`src/rtl/alu_op_sequencer.sv`:
```
// Initiator-side sequencer for the parameterised ALU: accepts an op request, holds the ALU
// inputs for one settle cycle, then returns the captured result on a response handshake.
module alu_op_sequencer #(
  parameter int         Ancho = 4,
  parameter logic [3:0] MaxOp = 4'h9
) (
  input  logic             clk,
  input  logic             rst,
  input  logic             req_valid,
  output logic             req_ready,
  input  logic [Ancho-1:0] req_a,
  input  logic [Ancho-1:0] req_b,
  input  logic [3:0]       req_op,
  input  logic             req_flag_in,
  input  logic             req_chain,
  output logic [Ancho-1:0] alu_a,
  output logic [Ancho-1:0] alu_b,
  output logic [3:0]       alu_control,
  output logic             alu_flag_in,
  input  logic [Ancho-1:0] alu_result,
  input  logic             alu_flags,
  input  logic             alu_z,
  output logic             rsp_valid,
  input  logic             rsp_ready,
  output logic [Ancho-1:0] rsp_result,
  output logic             rsp_flags,
  output logic             rsp_zero,
  output logic             rsp_err,
  output logic [7:0]       op_count
);

  // state | meaning
  // IDLE  | ready for a request
  // DRIVE | ALU inputs held for one settle cycle, result captured at its end
  // RESP  | response presented until the consumer takes it
  typedef enum logic [1:0] {IDLE, DRIVE, RESP} state_t;

  state_t           state_q, state_d;
  logic [Ancho-1:0] alu_a_q, alu_a_d, alu_b_q, alu_b_d;
  logic [3:0]       alu_ctl_q, alu_ctl_d;
  logic             alu_fin_q, alu_fin_d;
  logic [Ancho-1:0] rsp_result_q, rsp_result_d;
  logic             rsp_flags_q, rsp_flags_d;
  logic             rsp_zero_q, rsp_zero_d;
  logic             rsp_err_q, rsp_err_d;
  logic [Ancho-1:0] last_result_q, last_result_d;
  logic             last_valid_q, last_valid_d;
  logic [7:0]       op_count_q, op_count_d;

  always_ff @(posedge clk or posedge rst) begin
    if (rst) begin
      state_q       <= IDLE;
      alu_a_q       <= '0;
      alu_b_q       <= '0;
      alu_ctl_q     <= '0;
      alu_fin_q     <= 1'b0;
      rsp_result_q  <= '0;
      rsp_flags_q   <= 1'b0;
      rsp_zero_q    <= 1'b0;
      rsp_err_q     <= 1'b0;
      last_result_q <= '0;
      last_valid_q  <= 1'b0;
      op_count_q    <= '0;
    end else begin
      state_q       <= state_d;
      alu_a_q       <= alu_a_d;
      alu_b_q       <= alu_b_d;
      alu_ctl_q     <= alu_ctl_d;
      alu_fin_q     <= alu_fin_d;
      rsp_result_q  <= rsp_result_d;
      rsp_flags_q   <= rsp_flags_d;
      rsp_zero_q    <= rsp_zero_d;
      rsp_err_q     <= rsp_err_d;
      last_result_q <= last_result_d;
      last_valid_q  <= last_valid_d;
      op_count_q    <= op_count_d;
    end
  end

  always_comb begin
    state_d       = state_q;
    alu_a_d       = alu_a_q;
    alu_b_d       = alu_b_q;
    alu_ctl_d     = alu_ctl_q;
    alu_fin_d     = alu_fin_q;
    rsp_result_d  = rsp_result_q;
    rsp_flags_d   = rsp_flags_q;
    rsp_zero_d    = rsp_zero_q;
    rsp_err_d     = rsp_err_q;
    last_result_d = last_result_q;
    last_valid_d  = last_valid_q;
    op_count_d    = op_count_q;
    case (state_q)
      IDLE: begin
        if (req_valid) begin
          if (req_op <= MaxOp) begin
            // A chained op with no prior result feeds zero rather than stale data
            if (req_chain) alu_a_d = last_valid_q ? last_result_q : '0;
            else           alu_a_d = req_a;
            alu_b_d   = req_b;
            alu_ctl_d = req_op;
            alu_fin_d = req_flag_in;
            state_d   = DRIVE;
          end else begin
            rsp_result_d = '0;
            rsp_flags_d  = 1'b0;
            rsp_zero_d   = 1'b0;
            rsp_err_d    = 1'b1;
            state_d      = RESP;
          end
        end
      end
      DRIVE: begin
        rsp_result_d  = alu_result;
        rsp_flags_d   = alu_flags;
        rsp_zero_d    = alu_z;
        rsp_err_d     = 1'b0;
        last_result_d = alu_result;
        last_valid_d  = 1'b1;
        op_count_d    = op_count_q + 8'd1;
        state_d       = RESP;
      end
      RESP: begin
        if (rsp_ready) state_d = IDLE;
      end
      default: state_d = IDLE;
    endcase
  end

  assign req_ready   = (state_q == IDLE);
  assign rsp_valid   = (state_q == RESP);
  assign alu_a       = alu_a_q;
  assign alu_b       = alu_b_q;
  assign alu_control = alu_ctl_q;
  assign alu_flag_in = alu_fin_q;
  assign rsp_result  = rsp_result_q;
  assign rsp_flags   = rsp_flags_q;
  assign rsp_zero    = rsp_zero_q;
  assign rsp_err     = rsp_err_q;
  assign op_count    = op_count_q;

endmodule

```
`config.mk`:
```
export PLATFORM = sky130hd
export DESIGN_NAME = alu_op_sequencer
export DESIGN_NICKNAME = d
export VERILOG_FILES = /design/src/rtl/alu_op_sequencer.sv
export SDC_FILE = /design/constraint.sdc
export NUM_CORES = 1
export LEC_CHECK = 0
export CAP_MARGIN = 15
export CORE_ASPECT_RATIO = 0.6
export CORE_MARGIN = 3
export CORE_UTILIZATION = 55
export DETAILED_ROUTE_END_ITERATION = 6
export DONT_BUFFER_PORTS = 1
export HOLD_SLACK_MARGIN = 0.06
export MAX_ROUTING_LAYER = met4
export PLACE_DENSITY = 0.74
export SLEW_MARGIN = 20
export SYNTH_ARGS = -nofsm -noshare
export SYNTH_HDL_FRONTEND = slang
export SYNTH_SLANG_ARGS = --single-unit
```
`constraint.sdc`:
```
create_clock -name clk -period 1.8 [get_ports clk]
set_input_delay 0.36 -clock clk [delete_from_list [all_inputs] [get_ports clk]]
set_output_delay 0.36 -clock clk [all_outputs]
set_load 0.01 [all_outputs]
```
# Yosys cells after proc, flatten, opt, wreduce, memory -nomap -nowiden

Cells that the tools add are included.

Register bits after elaboration: 35
Output and inout bits: 30
Word-level logic and storage cells: 40

$add $sub $neg: 1
$lt $le $gt $ge: 1
Eq/ne operators: 5
Multiplexer cells: 16
Reductions and logical operators: 5

Operators by type and width:

| kind                                                             | number |
|---|---|
| 4-bit two-way mux                                                | 4 |
| 8-bit by 1-bit adder with 8-bit output (second input constant)   | 1 |
| 4-bit case mux with 2 select lines                               | 1 |
| 2-bit two-way mux                                                | 3 |
| 1-bit case mux with 2 select lines                               | 3 |
| 2-bit case mux with 3 select lines                               | 1 |
| 3-bit AND reduction                                              | 2 |
| 4-bit less-or-equal comparator (second input constant)           | 1 |
| 1-bit two-way mux                                                | 4 |
| 2-bit != test (second input constant)                            | 2 |
| 2-bit by 1-bit == test with 1-bit output (second input constant) | 1 |
| 2-bit == test (second input constant)                            | 1 |
| 2-bit logical NOT                                                | 1 |
| 2-bit by 1-bit != test with 1-bit output (second input constant) | 1 |
| 2-bit AND reduction                                              | 1 |
| 2-bit nonzero test                                               | 1 |

# Logic depth before layout (Yosys ltp)

Gate-level depths: netlist (run 1).

Word-level depth: 4
Mapped depth: 5
Gate-level depth less buffers: 3

# Worst setup path before layout (run 1)

Ideal clock, no wire load.

Kind: register to register
From: reg state_q[1]
To: reg alu_a_q[0], in the netlist alu_a[0]
Data arrival time: 1.182 ns
Data required time: 1.675 ns
Slack: 0.493 ns
Stages on the path, launching flop included: 5
Buffers on the path: 1
Clock period less this slack: 1.307 ns
Cells stage by stage: dfrtp_1 nor2_4 nand3_2 buf_6 mux2_4

Longest elaborated chain between the ends: 2

Ends and longest elaborated chain:

| what                          | line | RTL |
|---|---|---|
| from (decl)                   | 38   | `state_t state_q, state_d;` |
| from (signal assigned)        | 65   | `state_q <= state_d;` |
| 2-bit logical NOT             | n/a  |  |
| named net req_ready           | 10   | `output logic req_ready,` |
| 3-bit AND reduction (no line) | n/a  |  |
| to (signal assigned)          | 66   | `alu_a_q <= alu_a_d;` |
| to (decl)                     | 39   | `logic [Ancho-1:0] alu_a_q, alu_a_d, alu_b_q, alu_b_d;` |

The timed path passes the listed nets, and every way through them passes these cells.
A chain may end at the register's enable or synchronous reset.

# Worst setup path after layout (run 1)

From: reg state_q[1]
To: reg alu_ctl_q[1], in the netlist alu_control[1]

Longest elaborated chain between the ends: 2

Ends and longest elaborated chain:

| what                          | line | RTL |
|---|---|---|
| 2-bit logical NOT             | n/a  |  |
| named net req_ready           | 10   |  |
| 3-bit AND reduction (no line) | n/a  |  |
| to (signal assigned)          | 68   | `alu_ctl_q <= alu_ctl_d;` |
| to (decl)                     | 40   | `logic [3:0] alu_ctl_q, alu_ctl_d;` |

The timed path passes the listed nets, and every way through them passes these cells.

==> flow_metrics.tcl, run 1 <==
set metrics [dict create \
    placementRows 13 \
    cts_num_sinks 35 \
    worstSetupPathType "reg2reg" \
    cp_cell_sequence "nor2_4, nand3_2, mux2_1" \
    finalCritPeriodShare_pct 89.1 \
    avgRoutedWirePerCell_um 17.3 \
    rsz0062_at_grt "no" \
    peakVddDrop_mv 0.926 \
    drtIter0Drc 30 \
    n_antenna_cell 0 \
    cts_made_buffers 5 \
    endpoint_kind "register" \
    fin_tns_setup_ps 0 \
    worst_slew_pin_slew_ps 474 \
    synth-simple-area-share_pct 12.5 \
    synth_area_leader_cell "dfrtp_1" \
    yosysMostFrequentCell "dfrtp_1" \
    slew_headroom_pct 68.4 \
    synth.area.top_cells "dfrtp_1, mux2_4, nand2_1" \
    synthFlopType "dfrtp_1" \
    route.detailed.drc 0 \
    fill_cells 183 \
    drive_above_1_share_pct 16.9 \
    synthAdderAreaFrac_pct 0.853 \
    num_io_pins 54 \
    grt_pass1_vias 920 \
    final_nets 148 \
    syn_to_final_growth_pct 9.30 \
    cts_tree "yes" \
    power_leakage_nw 0.794 \
    holdCritPathClass "in2reg" \
    grt_max_degree 29 \
    fp.coreArea_um2 2340 \
    critPathMaxFanout 14 \
    finalClockSkew_ps 6.06 \
    max_stage_delay_ps 460 \
    synth-compound-area-share_pct 6.83 \
    multi_input_comb_area_um2 538 \
    synth_common_cells "dfrtp_1, nand2_1, mux2_4" \
    power_density_nw_per_um2 1590 \
    muxShareOfSynthArea_pct 12.3 \
    crit_end "alu_control[1]$_DFFE_PP0P_" \
    track_usage_pct 18.5 \
    async_flop_share_pct 100 \
    timing.rr.start "state_q[1]$_DFFE_PP0P_" \
    drv_slew 0 \
    ys_seq_area_share_pct 59.7 \
    initial_utilization_pct 62.6 \
    cts_max_level 2 \
    ys_warn_count 0 \
    drtAntennaViolNets 0 \
    regToRegEndpoint "alu_control[1]$_DFFE_PP0P_" \
    grt_overflow_total 0 \
    power_mw 2.56 \
    numPortBuffers 0 \
    cp-start-kind "register" \
    hold_viol 0 \
    yosysUniqueCellTypes 26 \
    final-seq-area_um2 876 \
    cpMaxStageDelayCell "mux2_1" \
    setup_viol 0 \
    place_congestion 0.745 \
    first_pass_iters 4 \
    hpwl_mm 2.01 \
    drt-total-wl_mm 2.66 \
    synth_area_per_cell_um2 12.5 \
    die_h_um 46.0 \
    synth_seq_cells 35 \
    clock.fmax_mhz 623 \
    synth_area_um2 1470 \
    ff2ff_path_depth 3 \
    synth_xor_area_share_pct 4.18 \
    cp.required_ps 1960 \
    final_area_um2 1600 \
    status "finished clean" \
    drv_cap 0 \
    synth_top_family_by_area "simple AND/OR/NAND/NOR gates" \
    period_minus_slack_ps 1600 \
    path_clk_slew_ps 60 \
    r2r_slack_ps 200 \
    crit_path_start "state_q[1]$_DFFE_PP0P_" \
    insertion_delay_ps 280 \
    grt_pass1_wl_mm 4.37 \
    vias_per_cell 5.71 \
    die_x_um 72.7 \
    final_core_util_pct 68.4 \
    clockBufferDepth 2 \
    syn_nets 142 \
    synth_edf_count 0 \
    root_buffer "clkbuf_8" \
    die-area_um2 3340 \
    yosysTopAreaCellShare_pct 59.7 \
    arrival_ps 1760 \
    vias 880 \
    antenna_found_initial 0 \
    post_dp_cell_area_um2 1490 \
    netlist_instances 117 \
]
-- worst min-delay path by stage --
stage | from | cells after the start | to | slack (ps)
global placement | rst | 1 | alu_b[3]$_DFFE_PP0P_ | 200
finish | alu_result[2] | 2 | last_result_q[2]$_DFFE_PP0N_ | 200
CTS | alu_result[0] | 2 | last_result_q[0]$_DFFE_PP0N_ | 200
floorplan | last_result_q[0]$_DFFE_PP0N_ | 2 | last_result_q[0]$_DFFE_PP0N_ | 450
detailed placement | rst | 1 | alu_b[3]$_DFFE_PP0P_ | 200
global route | alu_result[0] | 2 | last_result_q[0]$_DFFE_PP0N_ | 200
-- timing repair --
item	CTS	global route
endpoints found under the hold margin	7	0
hold buffers	1	0
buffers inserted	0	0
gates resized for setup	0	0
-- layout by cell type, fill, tap and decap left out, drive strengths merged, types with 2 or more instances in the layout --
master	count
a22o	6
and3	2
buf	2
clkbuf	8
dfrtp	35
inv	7
mux2	13
nand2	18
nand2b	3
nand3	5
nand4	3
nor2	2
nor2b	2
o21ai	5
xnor2	6
-- flip-flops by register name, summed over array words and instances (netlist names) --
signal	cells
last_result_q	4
state_q	2
rsp_err	1
alu_b	4
op_count	8
alu_a	4
rsp_result	4
alu_control	4
alu_flag_in	1
rsp_zero	1
last_valid_q	1
rsp_flags	1
-- area by class of cell --
cell class	count	area share, %
tap	30	2.34
multi-input combinational	71	33.6
clock buffer	8	6.25
inverter	7	1.64
sequential	35	54.6
timing repair buffer	3	1.56
-- critical path: cells and delay by family, from the launching register on --
family / cells / cell delay, ps
mux: 1 / 460
simple gates: 2 / 580
flops: 1 / 450
-- report_power, final --
part	switching, mW	internal [mW]
clock network	0.254	0.349
logic	0.205	0.298
registers	0.369	1.08
-- through the flow --
step | hold WS [ps] | worst slack [ps] | std cells
2_1_floorplan | 445 | 493 | 117
3_3_place_gp | 196 | 273 | 145
3_5_place_dp | 202 | 201 | 145
4_1_cts | 198 | 192 | 154
5_1_grt | 197 | 84.7 | 154
6_report | 205 | 196 | 154
-- cells by family (layout without fill, tap and decap cells) --
logic type | after synthesis | after routing
flops | 35 | 35
mux | 13 | 13
xor+xnor | 7 | 7
compound gates | 14 | 14
simple gates | 36 | 36
fa+ha+maj | 1 | 1
buf+inv | 11 | 18
-- routing by layer --
metal  track usage (%)  part of all wire, %
met1              23.1                   45
met2              27.8                   45
met3              8.15                  9.6
met4              4.41                 0.30
met5                 -                    0
Note: power is estimated with default switching activity, not from simulation.
==> inputs of run 2 (changes only) <==
--- a/config.mk
+++ b/config.mk
@@ -7,13 +7,13 @@
 export LEC_CHECK = 0
 export CAP_MARGIN = 15
 export CORE_ASPECT_RATIO = 0.6
-export CORE_MARGIN = 3
 export CORE_UTILIZATION = 55
 export DETAILED_ROUTE_END_ITERATION = 6
 export DONT_BUFFER_PORTS = 1
+export GPL_TIMING_DRIVEN = 0
 export HOLD_SLACK_MARGIN = 0.06
 export MAX_ROUTING_LAYER = met4
-export PLACE_DENSITY = 0.74
+export PLACE_DENSITY = 0.77
 export SLEW_MARGIN = 20
 export SYNTH_ARGS = -nofsm -noshare
 export SYNTH_HDL_FRONTEND = slang
==> constraint.sdc (replaced) <==
create_clock -name clk -period 1.4 [get_ports clk]
set_input_delay 0.28 -clock clk [delete_from_list [all_inputs] [get_ports clk]]
set_output_delay 0.28 -clock clk [all_outputs]
set_load 0.01 [all_outputs]
==> flow_metrics.tcl, run 2 (synthesis results as in run 1) <==
set metrics [dict create \
    n_antenna_cell 0 \
    drt-total-wl_mm 2.54 \
    final_cell_mix "dfrtp_1, nand2_1, mux2_4" \
    initial_utilization_pct 58.1 \
    clockBufferDepth 2 \
    clkPwrFrac_pct 22.0 \
    place_congestion 0.664 \
    vias_per_cell 5.54 \
    p_sw_mw 1.08 \
    hold_path_depth 2 \
    placementRows 14 \
    hp-start "alu_result[0]" \
    cts_tree "yes" \
    power_mw 3.27 \
    num_io_pins 54 \
    die_h_um 42.0 \
    peakVddDrop_mv 1.04 \
    worstSetupPathType "reg2reg" \
    holdCritPathClass "in2reg" \
    min_to "last_result_q[0]$_DFFE_PP0N_" \
    endpoint_kind "register" \
    slew_headroom_pct 53.2 \
    route.detailed.drc 0 \
    grt_max_degree 36 \
    clock.fmax_mhz 755 \
    setup_viol 0 \
    power_density_nw_per_um2 1990 \
    regToRegEndpoint "alu_a[1]$_DFFE_PP0P_" \
    final_core_util_pct 65.1 \
    root_buffer "clkbuf_8" \
    r2r_slack_ps 80 \
    final_nets 151 \
    power_leakage_nw 0.810 \
    status "finished clean" \
    grt_pass1_vias 891 \
    track_usage_pct 21.1 \
    drtAntennaViolNets 0 \
    cts_max_level 2 \
    grt_pass1_wl_mm 4.11 \
    insertion_delay_ps 280 \
    post_dp_cell_area_um2 1510 \
    final_area_um2 1640 \
    die-area_um2 2880 \
    ff2ff_path_depth 4 \
    largest_reg_flops 8 \
    fill_cells 196 \
    die_x_um 68.7 \
    p_seq_share_pct 56.8 \
    finalWorstSetupSlack_ps 75.8 \
    cts_num_sinks 35 \
    drtIter0Drc 79 \
    period_minus_slack_ps 1320 \
    numPortBuffers 0 \
    syn_to_final_growth_pct 12.0 \
    cp-start-kind "register" \
    internal_power_mw 2.19 \
    first_pass_iters 4 \
    finalCritPeriodShare_pct 94.6 \
    switching_share_pct 32.9 \
    mostFrequentLayoutCell "dfrtp_1" \
    drive_above_1_share_pct 21.4 \
    finalClockSkew_ps 3.51 \
    drv_cap 0 \
    worst_slew_pin_slew_ps 700 \
    path_clk_slew_ps 70 \
    fp.coreArea_um2 2520 \
    antenna_found_initial 0 \
    timing.rr.start "state_q[0]$_DFFE_PP0P_" \
    cp.required_ps 1570 \
    comb_power_share_pct 21.2 \
    hold_viol 0 \
    avgRoutedWirePerCell_um 16.1 \
    rsz0062_at_grt "no" \
    dpl_worst_slack_ps -5.39 \
    vias 876 \
    critPathMaxFanout 10 \
    grt_overflow_total 0 \
    arrival_ps 1490 \
    cts_made_buffers 5 \
    drv_slew 0 \
]
-- run 2: cell count changes in the layout (fill, tap and decap cells not counted), sizes merged --
cell | before | now
clkbuf | 8 | 6
clkinv | 0 | 1
buf | 2 | 5
-- run 2: critical path, cell delays in order, from the launching register on --
cell	delay, ps
dfrtp_2	440
nor2_4	180
nand3_4	120
buf_12	170
mux2_4	290
-- run 2: final cells by class --
cell class | count | area (um2) | share of cell area, %
flip-flops and latches | 35 | 878 | 53.5
multi-input cells | 71 | 546 | 33.2
repair buffers | 2 | 30.0 | 1.83
plain buffers | 4 | 35.0 | 2.13
well taps | 32 | 40.0 | 2.44
clock buffers | 6 | 82.6 | 5.03
inverters | 7 | 26.3 | 1.60
clock inverters | 1 | 5.00 | 0.305
-- run 2: how the worst max path moves through the flow --
stage / from / endpoint / slack, ps / cells past startpoint
4_1_cts: state_q[1]$_DFFE_PP0P_ / alu_a[1]$_DFFE_PP0P_ / 7 / 4
6_report: state_q[0]$_DFFE_PP0P_ / alu_a[1]$_DFFE_PP0P_ / 80 / 4
5_1_grt: state_q[0]$_DFFE_PP0P_ / alu_a[1]$_DFFE_PP0P_ / 20 / 4
2_1_floorplan: state_q[1]$_DFFE_PP0P_ / alu_a[0]$_DFFE_PP0P_ / 90 / 4
3_5_place_dp: state_q[1]$_DFFE_PP0P_ / alu_a[1]$_DFFE_PP0P_ / -5 / 4
3_3_place_gp: state_q[1]$_DFFE_PP0P_ / alu_b[2]$_DFFE_PP0P_ / 30 / 4
-- run 2: power by group through the flow --
stage / sequential, mW / clock [mW] / combinational (mW)
after global routing: 1.90 / 0.782 / 0.773
after global placement: 1.85 / 0 / 0.641
after CTS: 1.86 / 0.734 / 0.674
final: 1.86 / 0.719 / 0.692
after floorplan: 1.78 / 0 / 0.579
after detailed placement: 1.87 / 0 / 0.667
-- run 2: timing repair --
action,CTS,global route
gates cloned,0,0
hold endpoints to repair,35,0
pin swaps,0,2
endpoints found under the setup margin,9,9
resized for setup,1,4
hold buffers,1,0
buffers inserted,0,1
-- run 2: stage by stage --
| stage | TNS (ps) | hold slack (ps) | instances |
|---|---|---|---|
| after floorplan | 0 | 385 | 117 |
| after global placement | 0 | 394 | 149 |
| after detailed placement | -22.0 | 318 | 149 |
| after CTS | 0 | 96.7 | 157 |
| after global routing | 0 | 89.1 | 158 |
| final | 0 | 101 | 158 |
-- run 2: per-layer routing --
metal  part of all wire, %  wire length (um)  vias to the layer above  GRT usage, %
li1                      -                 -                      412             -
met1                    49              1240                      425          28.3
met2                    43              1080                       34          28.4
met3                   7.1               181                        5          9.24
met4                   1.3                34                        0          7.50
met5                     0                 0                        -             -
==> inputs of run 3 (changes only) <==
--- a/config.mk
+++ b/config.mk
@@ -5,7 +5,6 @@
 export SDC_FILE = /design/constraint.sdc
 export NUM_CORES = 1
 export LEC_CHECK = 0
-export CAP_MARGIN = 15
 export CORE_ASPECT_RATIO = 0.6
 export CORE_UTILIZATION = 55
 export DETAILED_ROUTE_END_ITERATION = 6
==> results of run 3 <==
No change in the layout: final DEF, timing and power equal those of run 2.
